<file path="src/rtl/program_loader_pkg.sv">
//------------------------------------------------------------------------------
// program_loader_pkg : shared loader state encoding and link constants
// Rev 1.0 - initial release
//------------------------------------------------------------------------------
`default_nettype none

package program_loader_pkg;

  typedef enum logic [3:0] {
    ST_IDLE       = 4'd0,
    ST_HELLO      = 4'd1,
    ST_HELLO_WAIT = 4'd2,
    ST_LEN        = 4'd3,
    ST_DATA       = 4'd4,
    ST_ACK        = 4'd5,
    ST_ACK_WAIT   = 4'd6,
    ST_DONE       = 4'd7,
    ST_ERROR      = 4'd8
  } loader_state_t;

  localparam logic [7:0] c_SYNC_BYTE = 8'hAA;
  localparam logic       c_MODE_LOAD = 1'b1;

endpackage

`default_nettype wire

</file>
<file path="src/rtl/program_loader_byte_packer.sv">
//------------------------------------------------------------------------------
// program_loader_byte_packer : MSB-first byte to 32-bit word assembler
// Rev 1.0 - initial release
//------------------------------------------------------------------------------
`default_nettype none

module program_loader_byte_packer (
  input  logic        clk,
  input  logic        rstn,
  input  logic        i_clr,
  input  logic        i_valid,
  input  logic [7:0]  i_byte,
  output logic        o_word_valid,
  output logic [31:0] o_word
);

  logic [31:0] r_shift;
  logic [1:0]  r_cnt;
  logic        r_word_valid;

  always_ff @(posedge clk or negedge rstn) begin
    if (!rstn) begin
      r_shift      <= 32'd0;
      r_cnt        <= 2'd0;
      r_word_valid <= 1'b0;
    end else if (i_clr) begin
      r_shift      <= 32'd0;
      r_cnt        <= 2'd0;
      r_word_valid <= 1'b0;
    end else begin
      r_word_valid <= 1'b0;
      if (i_valid) begin
        r_shift <= {r_shift[23:0], i_byte};
        r_cnt   <= r_cnt + 2'd1;
        if (r_cnt == 2'd3) begin
          r_word_valid <= 1'b1;
        end
      end
    end
  end

  assign o_word_valid = r_word_valid;
  assign o_word       = r_shift;

endmodule

`default_nettype wire

</file>
<file path="src/rtl/program_loader.sv">
//------------------------------------------------------------------------------
// program_loader : UART boot loader writing a host-supplied program into imem
// Rev 1.0 - initial release
//------------------------------------------------------------------------------
`default_nettype none

module program_loader
  import program_loader_pkg::*;
#(
  parameter int         ADDR_W    = 14,
  parameter logic [7:0] SYNC_BYTE = c_SYNC_BYTE
) (
  input  logic              clk,
  input  logic              rstn,
  input  logic              start,
  input  logic [7:0]        rx_data,
  input  logic              rx_valid,
  input  logic              rx_ferr,
  input  logic              tx_busy,
  output logic [7:0]        tx_data,
  output logic              tx_start,
  output logic [ADDR_W-1:0] imem_addr,
  output logic [31:0]       imem_din,
  output logic              imem_we,
  output logic [ADDR_W:0]   word_count,
  output logic              busy,
  output logic              done,
  output logic              error
);

  localparam logic [32:0] c_CAPACITY = 33'd1 << ADDR_W;

  loader_state_t     r_state;
  logic [7:0]        r_tx_data;
  logic              r_tx_start;
  logic [ADDR_W:0]   r_word_count;
  logic [ADDR_W:0]   r_n;
  logic              r_first;
  logic              r_busy;
  logic              r_done;
  logic              r_error;

  logic              w_collect;
  logic              w_pack_valid;
  logic              w_bad_byte;
  logic              w_word_valid;
  logic [31:0]       w_word;
  logic [ADDR_W:0]   w_count_nx;

  assign w_collect    = (r_state == ST_LEN) || (r_state == ST_DATA);
  assign w_pack_valid = w_collect && rx_valid && !rx_ferr;
  assign w_bad_byte   = w_collect && rx_valid && rx_ferr;
  assign w_count_nx   = r_word_count + 1'b1;

  // Packer is held clear outside LEN/DATA so every collecting state starts at byte 0.
  program_loader_byte_packer u_packer (
    .clk          (clk),
    .rstn         (rstn),
    .i_clr        (!w_collect),
    .i_valid      (w_pack_valid),
    .i_byte       (rx_data),
    .o_word_valid (w_word_valid),
    .o_word       (w_word)
  );

  always_ff @(posedge clk or negedge rstn) begin
    if (!rstn) begin
      r_state      <= ST_IDLE;
      r_tx_data    <= 8'd0;
      r_tx_start   <= 1'b0;
      r_word_count <= '0;
      r_n          <= '0;
      r_first      <= 1'b0;
      r_busy       <= 1'b0;
      r_done       <= 1'b0;
      r_error      <= 1'b0;
    end else begin
      r_tx_start <= 1'b0;
      case (r_state)
        ST_IDLE, ST_DONE, ST_ERROR: begin
          if (start) begin
            r_state      <= ST_HELLO;
            r_tx_start   <= 1'b1;
            r_tx_data    <= SYNC_BYTE;
            r_word_count <= '0;
            r_busy       <= 1'b1;
            r_done       <= 1'b0;
            r_error      <= 1'b0;
          end
        end
        ST_HELLO, ST_ACK: begin
          r_state <= (r_state == ST_HELLO) ? ST_HELLO_WAIT : ST_ACK_WAIT;
          r_first <= 1'b1;
        end
        // uart_tx raises busy one cycle after tx_start, so the first cycle is blind.
        ST_HELLO_WAIT, ST_ACK_WAIT: begin
          if (r_first) begin
            r_first <= 1'b0;
          end else if (!tx_busy) begin
            if (r_state == ST_HELLO_WAIT) begin
              r_state <= ST_LEN;
            end else begin
              r_state <= ST_DONE;
              r_busy  <= 1'b0;
              r_done  <= 1'b1;
            end
          end
        end
        ST_LEN: begin
          if (w_bad_byte || (w_word_valid && ({1'b0, w_word} > c_CAPACITY))) begin
            r_state <= ST_ERROR;
            r_busy  <= 1'b0;
            r_error <= 1'b1;
          end else if (w_word_valid) begin
            r_n <= w_word[ADDR_W:0];
            if (w_word == 32'd0) begin
              r_state    <= ST_ACK;
              r_tx_start <= 1'b1;
              r_tx_data  <= SYNC_BYTE;
            end else begin
              r_state <= ST_DATA;
            end
          end
        end
        ST_DATA: begin
          if (w_word_valid) begin
            r_word_count <= w_count_nx;
            if (w_count_nx == r_n) begin
              r_state    <= ST_ACK;
              r_tx_start <= 1'b1;
              r_tx_data  <= SYNC_BYTE;
            end
          end
          if (w_bad_byte) begin
            r_state    <= ST_ERROR;
            r_tx_start <= 1'b0;
            r_busy     <= 1'b0;
            r_error    <= 1'b1;
          end
        end
        default: r_state <= ST_IDLE;
      endcase
    end
  end

  assign tx_data    = r_tx_data;
  assign tx_start   = r_tx_start;
  assign imem_we    = w_word_valid && (r_state == ST_DATA);
  assign imem_addr  = r_word_count[ADDR_W-1:0];
  assign imem_din   = w_word;
  assign word_count = r_word_count;
  assign busy       = r_busy;
  assign done       = r_done;
  assign error      = r_error;

endmodule

`default_nettype wire
</file>
<file path="config.mk">
export PLATFORM = sky130hd
export DESIGN_NAME = program_loader
export DESIGN_NICKNAME = d
export VERILOG_FILES = /design/src/rtl/program_loader_pkg.sv /design/src/rtl/program_loader_byte_packer.sv /design/src/rtl/program_loader.sv
export SDC_FILE = /design/constraint.sdc
export NUM_CORES = 1
export LEC_CHECK = 0
export CORE_MARGIN = 8
export CORE_UTILIZATION = 40
export DETAILED_ROUTE_END_ITERATION = 12
export PLACE_DENSITY = 0.75
export SYNTH_ARGS = -nofsm -noshare
export SYNTH_HDL_FRONTEND = slang
export SYNTH_SLANG_ARGS = --single-unit
</file>
<file path="constraint.sdc">
create_clock -name clk -period 2.8 [get_ports clk]
set_input_delay 0.28 -clock clk [delete_from_list [all_inputs] [get_ports clk]]
set_output_delay 0.28 -clock clk [all_outputs]
set_load 0.005 [all_outputs]
</file>
==> run summary <==
The initial antenna violation count is 0. In this run, synthesis produced a sequential element count of 75. The layout cell share with drive strength beyond 1 came out at 10.32%. TritonCTS built the clock tree. A synthesized cell averages 8.929 um2.

The routed layout has 3732 vias. In the synthesized netlist the async set-or-reset flop fraction comes to 100.0%. STA classifies the critical path endpoint as a primary output.

The wire length of the first global-routing pass is 18930 um. The DRC violation total after the first TritonRoute iteration came out at 220. The final-report hold violation count came to 0. The number of port buffers came out at 83.

For the pin with the worst max-slew slack, the measured transition is 957.3 ps. The y dimension of the die came out at 118.3 um. By count the netlist is led by 87 x sky130_fd_sc_hd__nand2_1, 75 x sky130_fd_sc_hd__dfrtp_1, 31 x sky130_fd_sc_hd__a21oi_1, 31 x sky130_fd_sc_hd__o21ai_0, 27 x sky130_fd_sc_hd__nand3_1.

The total grt overflow is 0. The critical path is of the reg2out type. The number of nets with antenna violations after detailed routing is 0. Summed over all failing endpoints, the final setup total negative slack is 0 ps. Using the TritonRoute via totals, the vias-per-cell ratio works out to 5.578. Once detailed placement completed, the half-perimeter wirelength came to 8228 um.

The worst-path cell with the longest stage delay is sky130_fd_sc_hd__dfrtp_1. The number of max-cap violations came out at 0. The signal on the critical path passes through or2_2, nor2_1, nand2_1, clkinv_1, clkdlybuf4s50_1. The highest cell delay on the worst timing path came out at 560 ps.

Dividing total power by cell area gives a power density of 620.2 nW/um2. The analysis attributes to cell leakage a power of 2.241 nW. VDD sags by at most 276.2 uV. The number of hold buffers added after CTS came out at 0. For this run, the register share of the synthesized area comes to 44.82%. Of all nets on the critical path, the largest fanout is 18. Setup repair after global routing left no endpoint under its margin. The routability congestion estimate from global placement is 0.8529.

Ranked by total cell area, the synthesized netlist is headed by sky130_fd_sc_hd__dfrtp_1 45%, sky130_fd_sc_hd__nand2_1 7.8%, sky130_fd_sc_hd__mux2_2 4.6%, sky130_fd_sc_hd__buf_4 3.9%, sky130_fd_sc_hd__a21oi_1 3.7%. The data arrival time of the critical path is 2320 ps. Among all cell types in the netlist, the one instantiated most often is sky130_fd_sc_hd__nand2_1.

The total of cells resized after clock tree synthesis came out at 0. The tree built by TritonCTS fans out to 75 sinks. The net total in the final layout came out at 544. The maximum buffer depth of the clock tree came out at 2. Once the clock tree was built, the setup fixing pass inserted 0 buffers.

The shortest clock period the worst path allows after layout is 2596 ps. The depth of the critical timing path with buffers and inverters included came out at 5. The number of cells on the worst reg-to-reg path came out at 7. The class of the worst hold path is in2async. The synthesized instance count is 469. The primary flip-flop cell chosen by synthesis mapping is sky130_fd_sc_hd__dfrtp_1.

The top-level I/O count came out at 88. The total iterations of the first detailed-routing run is 4. In this run the biggest area consumer among cell types represents 44.82% of the synthesized area. The setup skew after layout is 7.073 ps.

The clock-pin slew on the worst setup and hold paths came out at 90 ps. The final critical-path share of the clock period is 92.73%. The synthesis-to-layout area growth came out at 23.45%. Dividing the detail-routed wire length by the instance count gives 17.30 um. From left edge to right edge, the die measures 118.3 um. For the worst setup path, the data required time is 2520 ps. The achievable frequency came out at 385.2 MHz. In this run the register-to-register setup slack is 320 ps.

The run finished with clean final reports. The total of endpoints with negative setup slack in the final report came out at 0. The number of enable flip-flop cells after synthesis is 0. The worst path meets setup with 203.7 ps of slack. The critical path buffer and inverter count is 2. The startpoint class of the critical path is a register.

The number of pins exceeding their max-slew limit in the final report came out at 0. The final wirelength came out at 11570 um. The remaining max-slew budget at the tightest pin is 36.18%. The DRC violation count after routing is 0. The pre-CTS setup slack is 352.7 ps. The clock reaches the later pin of the worst-skew pair after 350 ps. In this run the cell area of the synthesized design comes to 4188 um2. Yosys mapped the design onto 59 distinct sky130hd cell types.

The pin count of the biggest net entering global routing came out at 76. In this run the critical register-to-register path is captured at tx_start. The cell family contributing the most delay on the critical path is buffers and inverters. The H-tree depth is 3. The clock buffer count from CTS came out at 9. The root buffer cell chosen for the clock tree is sky130_fd_sc_hd__clkbuf_8. The area enclosed by the die boundary is 14000 um2. The initial core utilization came out at 40.93%. The antenna diode count came out at 0. Across every metal layer, demand over resource in global routing totals 16.35%. The number of global-route vias before repair came out at 3660. The standard-cell row count is 37. The Yosys step of the flow raised 0 warnings. Summed over all instances, the cell type with the most area after synthesis is sky130_fd_sc_hd__dfrtp_1. The worst register-to-register path begins at word_count[0]. After floorplanning, the core was sized to cover 10230 um2.
-- cells by family after synthesis --
logic type	share of synthesized area, %
and+or+nand+nor	21.72
AOI/OAI and AO/OA	15.45
xor gates and xnor gates	4.601
DFF	44.82
other	0.08955
adders and majority gates	0.5975
buffers and inverters	7.918
muxes	4.810
-- worst register-to-register path: stages (launching register included) --
cell and delay, ps:
sky130_fd_sc_hd__dfrtp_1 470, sky130_fd_sc_hd__ha_1 310, sky130_fd_sc_hd__and2_0 250, sky130_fd_sc_hd__and3_1 240, sky130_fd_sc_hd__a211o_1 300, sky130_fd_sc_hd__nor4_1 400
sky130_fd_sc_hd__nand4_1 220, sky130_fd_sc_hd__o31ai_2 210
-- cell usage in the layout, fill, tap and decap left out, types with 3 or more instances in the layout --
cell type                          n
sky130_fd_sc_hd__nor2_1           20
sky130_fd_sc_hd__dfrtp_1          75
sky130_fd_sc_hd__clkinvlp_4        4
sky130_fd_sc_hd__o22ai_1           3
sky130_fd_sc_hd__conb_1            4
sky130_fd_sc_hd__and3_1            7
sky130_fd_sc_hd__nand2_1          87
sky130_fd_sc_hd__a31oi_1           3
sky130_fd_sc_hd__buf_4            11
sky130_fd_sc_hd__nand3_1          27
sky130_fd_sc_hd__nor4_1           11
sky130_fd_sc_hd__mux2_2           17
sky130_fd_sc_hd__inv_1             9
sky130_fd_sc_hd__xnor2_1          13
sky130_fd_sc_hd__o41ai_1           4
sky130_fd_sc_hd__a22oi_1           3
sky130_fd_sc_hd__nor3_1            7
sky130_fd_sc_hd__a21oi_1          31
sky130_fd_sc_hd__xor2_1            9
sky130_fd_sc_hd__o32ai_1           3
sky130_fd_sc_hd__o21ai_0          31
sky130_fd_sc_hd__nand2b_1          3
sky130_fd_sc_hd__and2_1            3
sky130_fd_sc_hd__clkbuf_8          9
sky130_fd_sc_hd__o31ai_1           5
sky130_fd_sc_hd__nand4_1           4
sky130_fd_sc_hd__clkdlybuf4s50_1  82
-- metal layers --
metal | global-route usage (%) | up-vias | part of all wire (%)
met3 | 5.140 | 10 | 7.3
met1 | 21.24 | 1837 | 45
li1 | - | 1752 | -
met4 | 4.804 | 0 | 1.1
met2 | 25.58 | 133 | 46
met5 | 0 | - | 0
-- worst max path at each step --
stage	startpoint	endpoint
final	r_state[0]	imem_we
after floorplan	word_count[0]	tx_start
after global routing	r_state[0]	imem_we
after global placement	word_count[0]	tx_start
after CTS	r_state[0]	imem_we
after detailed placement	word_count[0]	tx_start
-- cell type report --
cell class	count	area [um2]
Clock inverter	7	58.81
Fill cell	952	5061
Timing Repair Buffer	94	908.4
Multi-Input combinational cell	337	1991
Inverter	11	41.29
Clock buffer	9	123.9
Sequential cell	75	1877
Tap cell	136	170.2
-- power by group --
group,switching (mW),internal [mW],total [mW],leakage (nW)
sequential,0.190,1.18,1.37,1.03
combinational,0.576,0.469,1.05,1.14
clock,0.454,0.334,0.787,0.0804
total,1.22,1.99,3.21,2.24
-- state kept, by name, summed over array words and instances, names as in the netlist --
register and cells:
u_packer.o_word 32, r_n 15, word_count 15, r_state 4, u_packer.r_cnt 2, busy 1
done 1, error 1, r_first 1, tx_data 1, tx_start 1, u_packer.o_word_valid 1
-- through the flow --
stage               cells  util, %  hold WS (ps)  instance area [um2]  power (mW)
detailed placement    653    48.75         465.2                 4987       2.437
global placement      653    48.75         465.2                 4987       2.411
floorplan             472        -        -15.59                 4199       2.029
CTS                   669    50.53         190.3                 5170       3.219
global route          669    50.53         233.2                 5170       3.400
finish                669    50.53         143.6                 5170       3.207
(Power assumes the default switching activity.)
